===== config.mk =====
export PLATFORM = sky130hd
export DESIGN_NAME = adder_arbiter
export DESIGN_NICKNAME = d
export VERILOG_FILES = /design/src/rtl/adder_arbiter.sv
export SDC_FILE = /design/constraint.sdc
export NUM_CORES = 1
export LEC_CHECK = 0
export CORE_MARGIN = 2
export CORE_UTILIZATION = 40
export CTS_CLUSTER_DIAMETER = 50
export DETAILED_ROUTE_END_ITERATION = 10
export PLACE_DENSITY = 0.74
export SETUP_SLACK_MARGIN = 0.4
export SLEW_MARGIN = 20
export SYNTH_ARGS = -nofsm -noshare
export SYNTH_HDL_FRONTEND = slang
export SYNTH_SLANG_ARGS = --single-unit

===== constraint.sdc =====
create_clock -name clk -period 1.7 [get_ports clk]
set_input_delay 0.255 -clock clk [delete_from_list [all_inputs] [get_ports clk]]
set_output_delay 0.255 -clock clk [all_outputs]
set_load 0.05 [all_outputs]

===== src/rtl/adder_arbiter.sv =====
// Two-port round-robin front end for the shared 8-bit adder (9-bit result).
// Latches the winning operands, runs one addition, and pulses gnt/done per port.
module adder_arbiter (
    input  logic       clk,
    input  logic       rst,
    input  logic       req0,
    input  logic [7:0] a0,
    input  logic [7:0] b0,
    input  logic       cin0,
    input  logic       req1,
    input  logic [7:0] a1,
    input  logic [7:0] b1,
    input  logic       cin1,
    output logic       gnt0,
    output logic       gnt1,
    output logic       done0,
    output logic       done1,
    output logic [8:0] sum,
    output logic       busy
);

    typedef enum logic {
        IDLE = 1'b0,
        ADD  = 1'b1
    } state_t;

    state_t     state_q, state_d;
    logic       last_q, last_d;
    logic       owner_q, owner_d;
    logic [7:0] op_a_q, op_a_d;
    logic [7:0] op_b_q, op_b_d;
    logic       op_cin_q, op_cin_d;
    logic       gnt0_q, gnt0_d;
    logic       gnt1_q, gnt1_d;
    logic       done0_q, done0_d;
    logic       done1_q, done1_d;
    logic       busy_q, busy_d;
    logic [8:0] sum_q, sum_d;
    logic       win;
    logic [8:0] add_out;

    function automatic logic [8:0] add9(input logic [7:0] a, input logic [7:0] b,
                                        input logic cin);
        add9 = {1'b0, a} + {1'b0, b} + {8'd0, cin};
    endfunction

    // The single shared adder sees only the latched operands.
    assign add_out = add9(op_a_q, op_b_q, op_cin_q);

    always_comb begin
        state_d  = state_q;
        last_d   = last_q;
        owner_d  = owner_q;
        op_a_d   = op_a_q;
        op_b_d   = op_b_q;
        op_cin_d = op_cin_q;
        sum_d    = sum_q;
        gnt0_d   = 1'b0;
        gnt1_d   = 1'b0;
        done0_d  = 1'b0;
        done1_d  = 1'b0;
        busy_d   = 1'b0;
        win      = 1'b0;
        case (state_q)
            IDLE: begin
                if (req0 || req1) begin
                    // On a tie the port not served last wins.
                    win      = (req0 && req1) ? ~last_q : req1;
                    op_a_d   = win ? a1 : a0;
                    op_b_d   = win ? b1 : b0;
                    op_cin_d = win ? cin1 : cin0;
                    owner_d  = win;
                    last_d   = win;
                    gnt0_d   = ~win;
                    gnt1_d   = win;
                    busy_d   = 1'b1;
                    state_d  = ADD;
                end
            end
            ADD: begin
                sum_d   = add_out;
                done0_d = ~owner_q;
                done1_d = owner_q;
                state_d = IDLE;
            end
            default: state_d = IDLE;
        endcase
    end

    always_ff @(posedge clk) begin
        if (rst) begin
            state_q  <= IDLE;
            last_q   <= 1'b1;
            owner_q  <= 1'b0;
            op_a_q   <= 8'd0;
            op_b_q   <= 8'd0;
            op_cin_q <= 1'b0;
            sum_q    <= 9'd0;
            gnt0_q   <= 1'b0;
            gnt1_q   <= 1'b0;
            done0_q  <= 1'b0;
            done1_q  <= 1'b0;
            busy_q   <= 1'b0;
        end else begin
            state_q  <= state_d;
            last_q   <= last_d;
            owner_q  <= owner_d;
            op_a_q   <= op_a_d;
            op_b_q   <= op_b_d;
            op_cin_q <= op_cin_d;
            sum_q    <= sum_d;
            gnt0_q   <= gnt0_d;
            gnt1_q   <= gnt1_d;
            done0_q  <= done0_d;
            done1_q  <= done1_d;
            busy_q   <= busy_d;
        end
    end

    assign gnt0  = gnt0_q;
    assign gnt1  = gnt1_q;
    assign done0 = done0_q;
    assign done1 = done1_q;
    assign sum   = sum_q;
    assign busy  = busy_q;

endmodule


# [Yosys cells after proc, flatten, opt, wreduce, memory -nomap -nowiden]
# Index checks and enable logic that the tools add are counted.
[totals] out_inout_bits=14 reg_bits=34 elab_cells=31 input_bits=38
[op_classes] n_reduce_logical=6 n_mux=6 addsub=2 bitwise_logic=5
[ops] op="$mux 8" count=2
[ops] op="$add 8x8->9" count=1
[ops] op="$add 9x1->9" count=1
[ops] op="$not 1->1" count=5
[ops] op="$reduce_or 2->1" count=2
[ops] op="$mux 1" count=3
[ops] op="$reduce_or 3->1" count=1
[ops] op="$pmux 1 s2" count=1
[ops] op="$reduce_and 2->1" count=1
[ops] op="$logic_and 1x1->1" count=1
[ops] op="$logic_or 1x1->1" count=1

# [Logic depth before layout (Yosys ltp)]
[depth] ltp_word=3 depth_mapped=6

# [Worst setup path before layout]
# No wires, ideal clock.
[synth_path] kind="flip-flop to flip-flop" from="reg op_a_q[0]" to="reg sum_q[6], in the netlist sum[6]" arrival_ns=1.747 setup_time_ns=0.092 t_required_ns=1.608 stages_incl_launch_ff=7 period_less_slack_ns=1.840 path_slack_ns=-0.140 cell_sequence="dfxtp_1 -> fa_1 -> fa_1 -> nand3_1 -> a31oi_1 -> o21a_1 -> o32ai_1"
[synth_between] elab_chain_cells=2
[synth_rtl] item="start: declaration" line="30" rtl="logic [7:0] op_a_q, op_a_d;"
[synth_rtl] item="start signal: assignment" line="108" rtl="op_a_q <= op_a_d;"
[synth_rtl] item="$add 8x8->9" line="44" rtl="add9 = {1'b0, a} + {1'b0, b} + {8'd0, cin};"
[synth_rtl] item="$add 9x1->9" line="44"
[synth_rtl] item="end signal: assignment" line="111" rtl="sum_q <= sum_d;"
[synth_rtl] item="end: declaration" line="38" rtl="logic [8:0] sum_q, sum_d;"
# Every way passes these cells.
# A chain may end at the register's enable or synchronous reset.

# [Worst setup path in the final report]
[layout_path] from="reg op_cin_q" to="reg sum_q[6], in the netlist sum[6]"
[layout_between] elab_chain_cells=1
[layout_rtl] item="start: declaration" line="32" rtl="logic op_cin_q, op_cin_d;"
[layout_rtl] item="start signal: assignment" line="110" rtl="op_cin_q <= op_cin_d;"
[layout_rtl] item="$add 9x1->9" line="44"
# Every way passes these cells.

==> flow_metrics.env <==
export IMPL_drive_above_1_share_pct=27.06
export IMPL_grt_max_degree=20
export IMPL_drc=0
export IMPL_place_congestion=0.8611
export IMPL_cts_hold_buffers=0
export IMPL_synth_top_cell_area_share_pct=40.74
export IMPL_grt_busiest_layer="met2"
export IMPL_synth_area_sq_um=1622
export IMPL_avgSynthCellArea_sq_um=8.718
export IMPL_cts_sinks=33
export IMPL_grt_setup_unrepaired="true"
export IMPL_ff2ff_setup_slack_ps=-130
export IMPL_synth_commonest_cells="nand2_1, dfxtp_1, nor2_1"
export IMPL_dr_total_vias=1602
export IMPL_postRouteAntennaNets=0
export IMPL_io_buffers=51
export IMPL_min_path_type="register to register"
export IMPL_synth_edf_count=0
export IMPL_synth_cells=186
export IMPL_fin_tns_setup_ps=-532.9
export IMPL_tightest_slew_ps=404.2
export IMPL_die_area_sq_um=4579
export IMPL_power_density_nw_per_um2=903.8
export IMPL_fmax_mhz=546.1
export IMPL_yosysMostFrequentCell="nand2_1"
export IMPL_crit_fanout=3
export IMPL_initialDrtViolationCount=100
export IMPL_grt_pass1_wl_um=6575
export IMPL_use_met2_pct=33.21
export IMPL_maxSlewHeadroom_pct=72.99
export IMPL_p_clk_share_pct=28.6
export IMPL_setup_viol=6
export IMPL_htreeDepth=2
export IMPL_synth_nets=233
export IMPL_hold_viol=0
export IMPL_cts_path_max_buffers=2
export IMPL_overflow=0
export IMPL_path_clk_slew_ps=70
export IMPL_violations="setup timing"
export IMPL_path_class="register to register"
export IMPL_start_util_pct=41.13
export IMPL_wirelength_um=4434
export IMPL_setup_ws_ps=-131.0
export IMPL_antenna_cells=0
export IMPL_worstPathRequired_ps=1900
export IMPL_ir_worst_vdd_mv=0.4159
export IMPL_die_width_um=67.67
export IMPL_fin_crit_ps=1831
export IMPL_synth_area_top_cells="dfxtp_1, nand2_1, a311oi_1"
export IMPL_maxCapViolCount=0
export IMPL_final_cell_area_sq_um=2525
export IMPL_die_h_um=67.67
export IMPL_ys_flop_type="dfxtp_1"
export IMPL_p_int_mw=1.561
export IMPL_grt_pass1_vias=1444
export IMPL_yosysUniqueCellTypes=34
export IMPL_switchingPower_mw=0.7208
export IMPL_routedWlPerCell_um=14.54
export IMPL_placeableCoreArea_sq_um=3943
export IMPL_leakage_nw=1.047
export IMPL_status="finished with violations"
export IMPL_pin_count=52
export IMPL_ys_seq_area_share_pct=40.74
export IMPL_whs_ps=448.2
export IMPL_grt_use_total_pct=19.50
export IMPL_fillers=326
export IMPL_p_comb_share_pct=32.0
export IMPL_finalMaxSlewViolations=0
export IMPL_antenna_found_initial=0
export IMPL_critPathArrivalTime_ps=2030
export IMPL_clockRootBuffer="clkbuf_8"
export IMPL_cp_start_kind="register"
export IMPL_power_frac_seq_pct=39.5
export IMPL_timing_final_crit_share_pct=107.7
export IMPL_yosysTopAreaCell="dfxtp_1"
export IMPL_use_met1_pct=23.39
export IMPL_cts_buffers=5
export IMPL_row_count=23
export IMPL_synth_seq_cells=33
export IMPL_dpl_instance_area_sq_um=2216
export IMPL_use_met3_pct=3.833
export IMPL_dp_hpwl_um=2765
export IMPL_clock_skew_ps=6.949
export IMPL_routed_via_density=5.252
export IMPL_swShare_pct=31.58
export IMPL_yosys_warnings=0
export IMPL_syn2layout_area_growth_pct=55.71
export IMPL_nets=301
export IMPL_cts_tree="built"
export IMPL_clk_latency_ps=290
export IMPL_cp_end_kind="register"
export IMPL_ys_async_sr_fraction_pct=0
export IMPL_dr_pass1_iters=6
## cell usage in the layout, fill, tap and decap left out, drive strengths merged, types with 2 or more instances in the layout
master	netlist	layout
nand2	42	42
clkdlybuf4s50	0	35
dfxtp	33	33
buf	10	33
nor2	29	30
a311oi	17	17
a21oi	7	7
ha	7	7
clkbuf	0	7
o21ai	5	5
a211oi	5	5
xnor2	4	4
o21bai	3	3
nor3	3	3
inv	3	2
mux2	2	2
mux2i	2	2
fa	2	2
dlygate4sd2	0	2
o32ai	2	2
## state kept, by name, summed over array words and instances (netlist names)
| name | count |
|---|---|
| op_b_q | 8 |
| state_q | 1 |
| op_a_q | 8 |
| done1 | 1 |
| gnt0 | 1 |
| last_q | 1 |
| gnt1 | 1 |
| owner_q | 1 |
| op_cin_q | 1 |
| sum | 9 |
| done0 | 1 |
## per-layer routing
metal	up-vias	routed length [um]	part of all wire, %
met5	-	0	0
met2	49	2251	51
met3	9	211	4.8
li1	799	-	-
met1	745	1880	42
met4	0	91	2.1
## path summary, 6_finish.rpt
kind,startpoint,end,depth (start not counted)
worst max-delay path,op_cin_q,sum[6],6
worst max register to register,op_cin_q,sum[6],6
worst min register to register,owner_q,done0,1
worst min-delay path,owner_q,done0,1
## power by group through the flow
stage	clock [mW]	sequential, mW	combinational (mW)
floorplan	0	0.998	0.300
global placement	0	0.915	0.602
detailed placement	0	0.918	0.610
CTS	0.654	0.901	0.666
global route	0.695	0.909	0.782
finish	0.652	0.901	0.729
## area by class of cell
type,instances,area (sq um),area share (%)
tap,50,62.56,2.478
timing repair buffer,70,700.7,27.75
clock buffer,7,96.34,3.816
sequential,33,666.9,26.41
inverter,3,15.01,0.5946
multi-input combinational,141,978.4,38.75
clock inverter,1,5.005,0.1982
## logic make-up (layout without fill, tap and decap cells)
family | after synthesis | in the layout | share of synthesized area, %
adder cells (fa/ha/maj) | 9 | 9 | 7.870
AND/OR/NAND/NOR | 77 | 78 | 19.21
XOR/XNOR | 4 | 4 | 2.160
flip-flops | 33 | 33 | 40.74
multiplexers | 4 | 4 | 2.623
AO/OA/AOI/OAI | 46 | 46 | 21.61
buffers and inverters | 13 | 81 | 5.787
## through the flow
step | worst slack [ps] | total power, mW | cells | utilization (%)
after global placement | -67.70 | 1.517 | 288 | 56.20
after global routing | -194.1 | 2.386 | 305 | 64.04
after CTS | -70.43 | 2.222 | 299 | 61.28
after floorplan | -17.15 | 1.298 | 186 | -
final | -131.0 | 2.282 | 305 | 64.04
after detailed placement | -81.08 | 1.527 | 288 | 56.20
## worst max-delay path: stages, from the launching register on
cell     delay (ps)
dfxtp_2         330
fa_2            430
fa_2            400
nand3_4          90
a31oi_4         100
o21a_1          200
o32ai_2         190
## repair_timing
item,CTS,global route
cloned,3,0
resized for setup,8,18
pin swaps,6,10
buffers inserted,0,6
setup endpoints to repair,24,13
Note: power is estimated with default switching activity, not from simulation.
==> edit 1: new RTL, same settings <==
Reset style: asynchronous (`rst`), changed in one clocked block.
--- a/src/rtl/adder_arbiter.sv
+++ b/src/rtl/adder_arbiter.sv
@@ -88,5 +88,5 @@
     end
 
-    always_ff @(posedge clk) begin
+    always_ff @(posedge clk or posedge rst) begin
         if (rst) begin
             state_q  <= IDLE;
Function: differs if rst is asserted again (counterexample within 4 cycles, from zero or initial values and one cycle with rst high); with rst held inactive, the same outputs for 10 cycles.
==> edit 1 against the unedited design <==
The flow still finishes with violations (negative setup slack); sequential cell count is the same; critical path type unchanged; highest routed layer unchanged; area after synthesis rose by 6.9%; design area up 5.1%; routed wire length decreased by 2.1%; worst setup slack got worse by 400 ps; die area rose by 6.5%; fmax fell by 18%.
Power is not compared: it rests on default switching activity, and its combinational part moved more than twofold at a synthesized area within 25%.
==> edit 1: results <==
set metrics [dict create \
    setup-tns-final_ps -2560 \
    wl_met2_um 2230 \
    violations "negative setup slack" \
    synth.area.top_cells "dfrtp_1, mux2i_1, o21ai_0" \
    grt_pass1_vias 1371 \
    synthArstFlopShare_pct 100 \
    cp_max_fo 2 \
    instances_no_fill 290 \
    grt_max_degree 38 \
    synth.distinct_cells 37 \
    ys_top_cells_by_count "dfrtp_1, o21ai_0, nand2_1, mux2i_1, a21oi_1" \
    post-dp-hpwl_um 2780 \
    n_fill_cell 334 \
    seq_cell_count 33 \
    firstDrtPassIters 4 \
    grt_use_met2_pct 25.9 \
    vias 1484 \
    r2r-end "sum[6]" \
    setup_viol 7 \
    drtIter0Drc 75 \
    synth-xor-area-share_pct 1.01 \
    arrival_ps 2390 \
    dp_cells 270 \
    placed_area_mm2 0.00235 \
    multi_input_area_um2 893 \
    use_met1_pct 21.9 \
    wl_um 4340 \
    status "finished, violations left" \
    hold_path_class "input pin to asynchronous set/reset pin" \
    finalPower_mw 3.66 \
    synthAdderAreaFrac_pct 7.36 \
    buffers 76 \
    grt_util_all_layers_pct 16.7 \
    synthMuxAreaShare_pct 12.3 \
    synth_compound_area_share_pct 17.1 \
    multi_input_cells 120 \
    met1_length_um 1840 \
    r2r-start "op_a_q[0]" \
    setup_ws_ps -534 \
]
==> edit 1: cell count changes after synthesis, sizes merged, moves of 4 or more <==
cell    delta
buf        -4
dfrtp     +32
nand2     -21
dfxtp     -33
a311oi    -17
o21ai     +22
nor2      -22
mux2i     +17
==> edit 1: how the worst min path moves through the flow <==
stage / to / slack (ps) / depth (start not counted)
final: sum[5] / 270 / 2
after global routing: last_q / 290 / 2
after CTS: sum[4] / 290 / 2
after detailed placement: done0 / 440 / 1
after global placement: done0 / 440 / 1
after floorplan: last_q / 320 / 1
==> edit 1: critical path: stages, from the launching register on <==
cell,delay (ps)
dfrtp_1,420
fa_2,440
fa_2,370
a211oi_2,270
o21bai_1,110
nor4b_1,150
or3_1,340
==> edit 1: timing repair <==
item	in CTS	in global routing
endpoints found under the setup margin	26	24
hold buffers	0	0
pin swaps	8	16
setup buffers	7	3
cloned	0	3
gates resized for setup	10	22
==> edit 2: new RTL, same settings <==
Without the edit above. Take the reset off `sum_q` and load it in a clocked block of its own.
--- a/src/rtl/adder_arbiter.sv
+++ b/src/rtl/adder_arbiter.sv
@@ -96,5 +96,4 @@
             op_b_q   <= 8'd0;
             op_cin_q <= 1'b0;
-            sum_q    <= 9'd0;
             gnt0_q   <= 1'b0;
             gnt1_q   <= 1'b0;
@@ -109,5 +108,4 @@
             op_b_q   <= op_b_d;
             op_cin_q <= op_cin_d;
-            sum_q    <= sum_d;
             gnt0_q   <= gnt0_d;
             gnt1_q   <= gnt1_d;
@@ -116,4 +114,8 @@
             busy_q   <= busy_d;
         end
+    end
+
+    always_ff @(posedge clk) begin
+        sum_q <= sum_d;
     end
 
Behaviour: differs if rst is asserted again (counterexample within 4 cycles, from zero or initial values and one cycle with rst high); with rst held inactive, the same outputs for 10 cycles.
==> edit 2 against the unedited design <==
The run still ends with negative setup slack left; area after synthesis is 3.9% lower; clock skew is 2.3 ps higher; worst setup slack worse by 45 ps; routed wire length is 20% lower; die area is 3.6% lower; largest cell class unchanged; cell count is 17% lower; power is 6.0% lower; design area is 6.7% lower; critical endpoint is now sum[4]; utilization is 0.68 points lower; sequential cell count stayed put.
==> edit 2: results <==
set metrics [dict create \
    use_met1_pct 17.4 \
    synth.area.top_cells "dfxtp_1, edfxtp_1, mux2i_1" \
    use_met3_pct 6.64 \
    synth.distinct_cells 31 \
    p_leak_nw 0.958 \
    cp_max_fo 2 \
    ir_drop_mv 0.405 \
    syn-num-nets 188 \
    wl_per_cell_um 13.9 \
    synthMuxAreaShare_pct 10.9 \
    status "finished, violations left" \
    r2r-end "sum[4]" \
    violations "negative setup slack" \
    worst_path_largest_cell_delay_ps 410 \
    final_nets 251 \
    hold_path_class "flip-flop to flip-flop" \
    setup_ws_ps -176 \
    synthAdderAreaFrac_pct 8.19 \
    post-dp-hpwl_um 2280 \
    num_antenna_cells 0 \
    layout-drive-gt1-share_pct 25.4 \
    grt_pass1_wl_um 5130 \
    setup_viol 7 \
    setup-tns-final_ps -646 \
    met1_length_um 1380 \
    synth-xor-area-share_pct 3.37 \
    vias 1276 \
    arrival_ps 1920 \
    firstDrtPassIters 5 \
    grt_max_degree 35 \
    grt_util_all_layers_pct 16.4 \
    grt_use_met2_pct 27.0 \
    ys_top_cells_by_count "dfxtp_1, nor2_1, mux2i_1, a211oi_1, edfxtp_1" \
    drtIter0Drc 60 \
    reg2reg_depth 7 \
    ys_warn_count 0 \
    gp_congestion 0.839 \
    grt_pass1_vias 1143 \
    synth-edff-count 9 \
    placed_area_mm2 0.00212 \
    seq_area_frac_synth_pct 48.2 \
    min_period_ps 1880 \
    synth_compound_area_share_pct 15.9 \
    fin_skew_ps 9.24 \
]
[edit 2: final cells by class]
cell class / instances / area (µm²)
clock inverters: 2 / 10.0
inverters: 3 / 11.3
clock buffers: 6 / 72.6
repair buffers: 63 / 656
flip-flops and latches: 33 / 757
multi-input cells: 98 / 788
fillers: 300 / 1360
well taps: 48 / 60.1
[edit 2: what timing repair did]
action                                  4_1_cts  5_1_grt
cloned                                        2        0
endpoints found under the setup margin       28       20
pin swaps                                     4        4
buffers inserted                              3        2
gates resized for setup                      16        7
[edit 2: worst max-delay path by stage]
stage	from	endpoint	slack, ps
floorplan	op_cin_q	sum[6]	-120
global placement	op_cin_q	sum[6]	-160
detailed placement	op_cin_q	sum[6]	-170
CTS	op_cin_q	sum[6]	-130
global route	op_cin_q	sum[6]	-230
finish	op_cin_q	sum[4]	-180
[edit 2: logic make-up after synthesis]
family / after synthesis
muxes: 17
DFF: 33
buffers and inverters: 10
adders and majority gates: 9
AOI/OAI and AO/OA: 34
xor gates and xnor gates: 6
and+or+nand+nor: 32
[edit 2: stage by stage]
stage / hold WS (ps) / cells
floorplan: 325 / 141
global placement: 429 / 238
detailed placement: 441 / 238
CTS: 451 / 251
global route: 491 / 253
finish: 467 / 253
[edit 2: power by group]
part	leakage, nW	switching (mW)	total, mW	internal, mW
sequential	0.286	0.0500	0.953	0.903
clock	0.0450	0.278	0.561	0.283
combinational	0.628	0.325	0.631	0.305
total	0.958	0.654	2.14	1.49
[edit 2: critical path, delay by kind of cell (launching register included)]
kind | cells | cell delay (ps)
AOI/OAI and AO/OA | 1 | 160
adders and majority gates | 2 | 770
buffers and inverters | 1 | 140
and+or+nand+nor | 2 | 170
xor gates and xnor gates | 1 | 60
DFF | 1 | 330
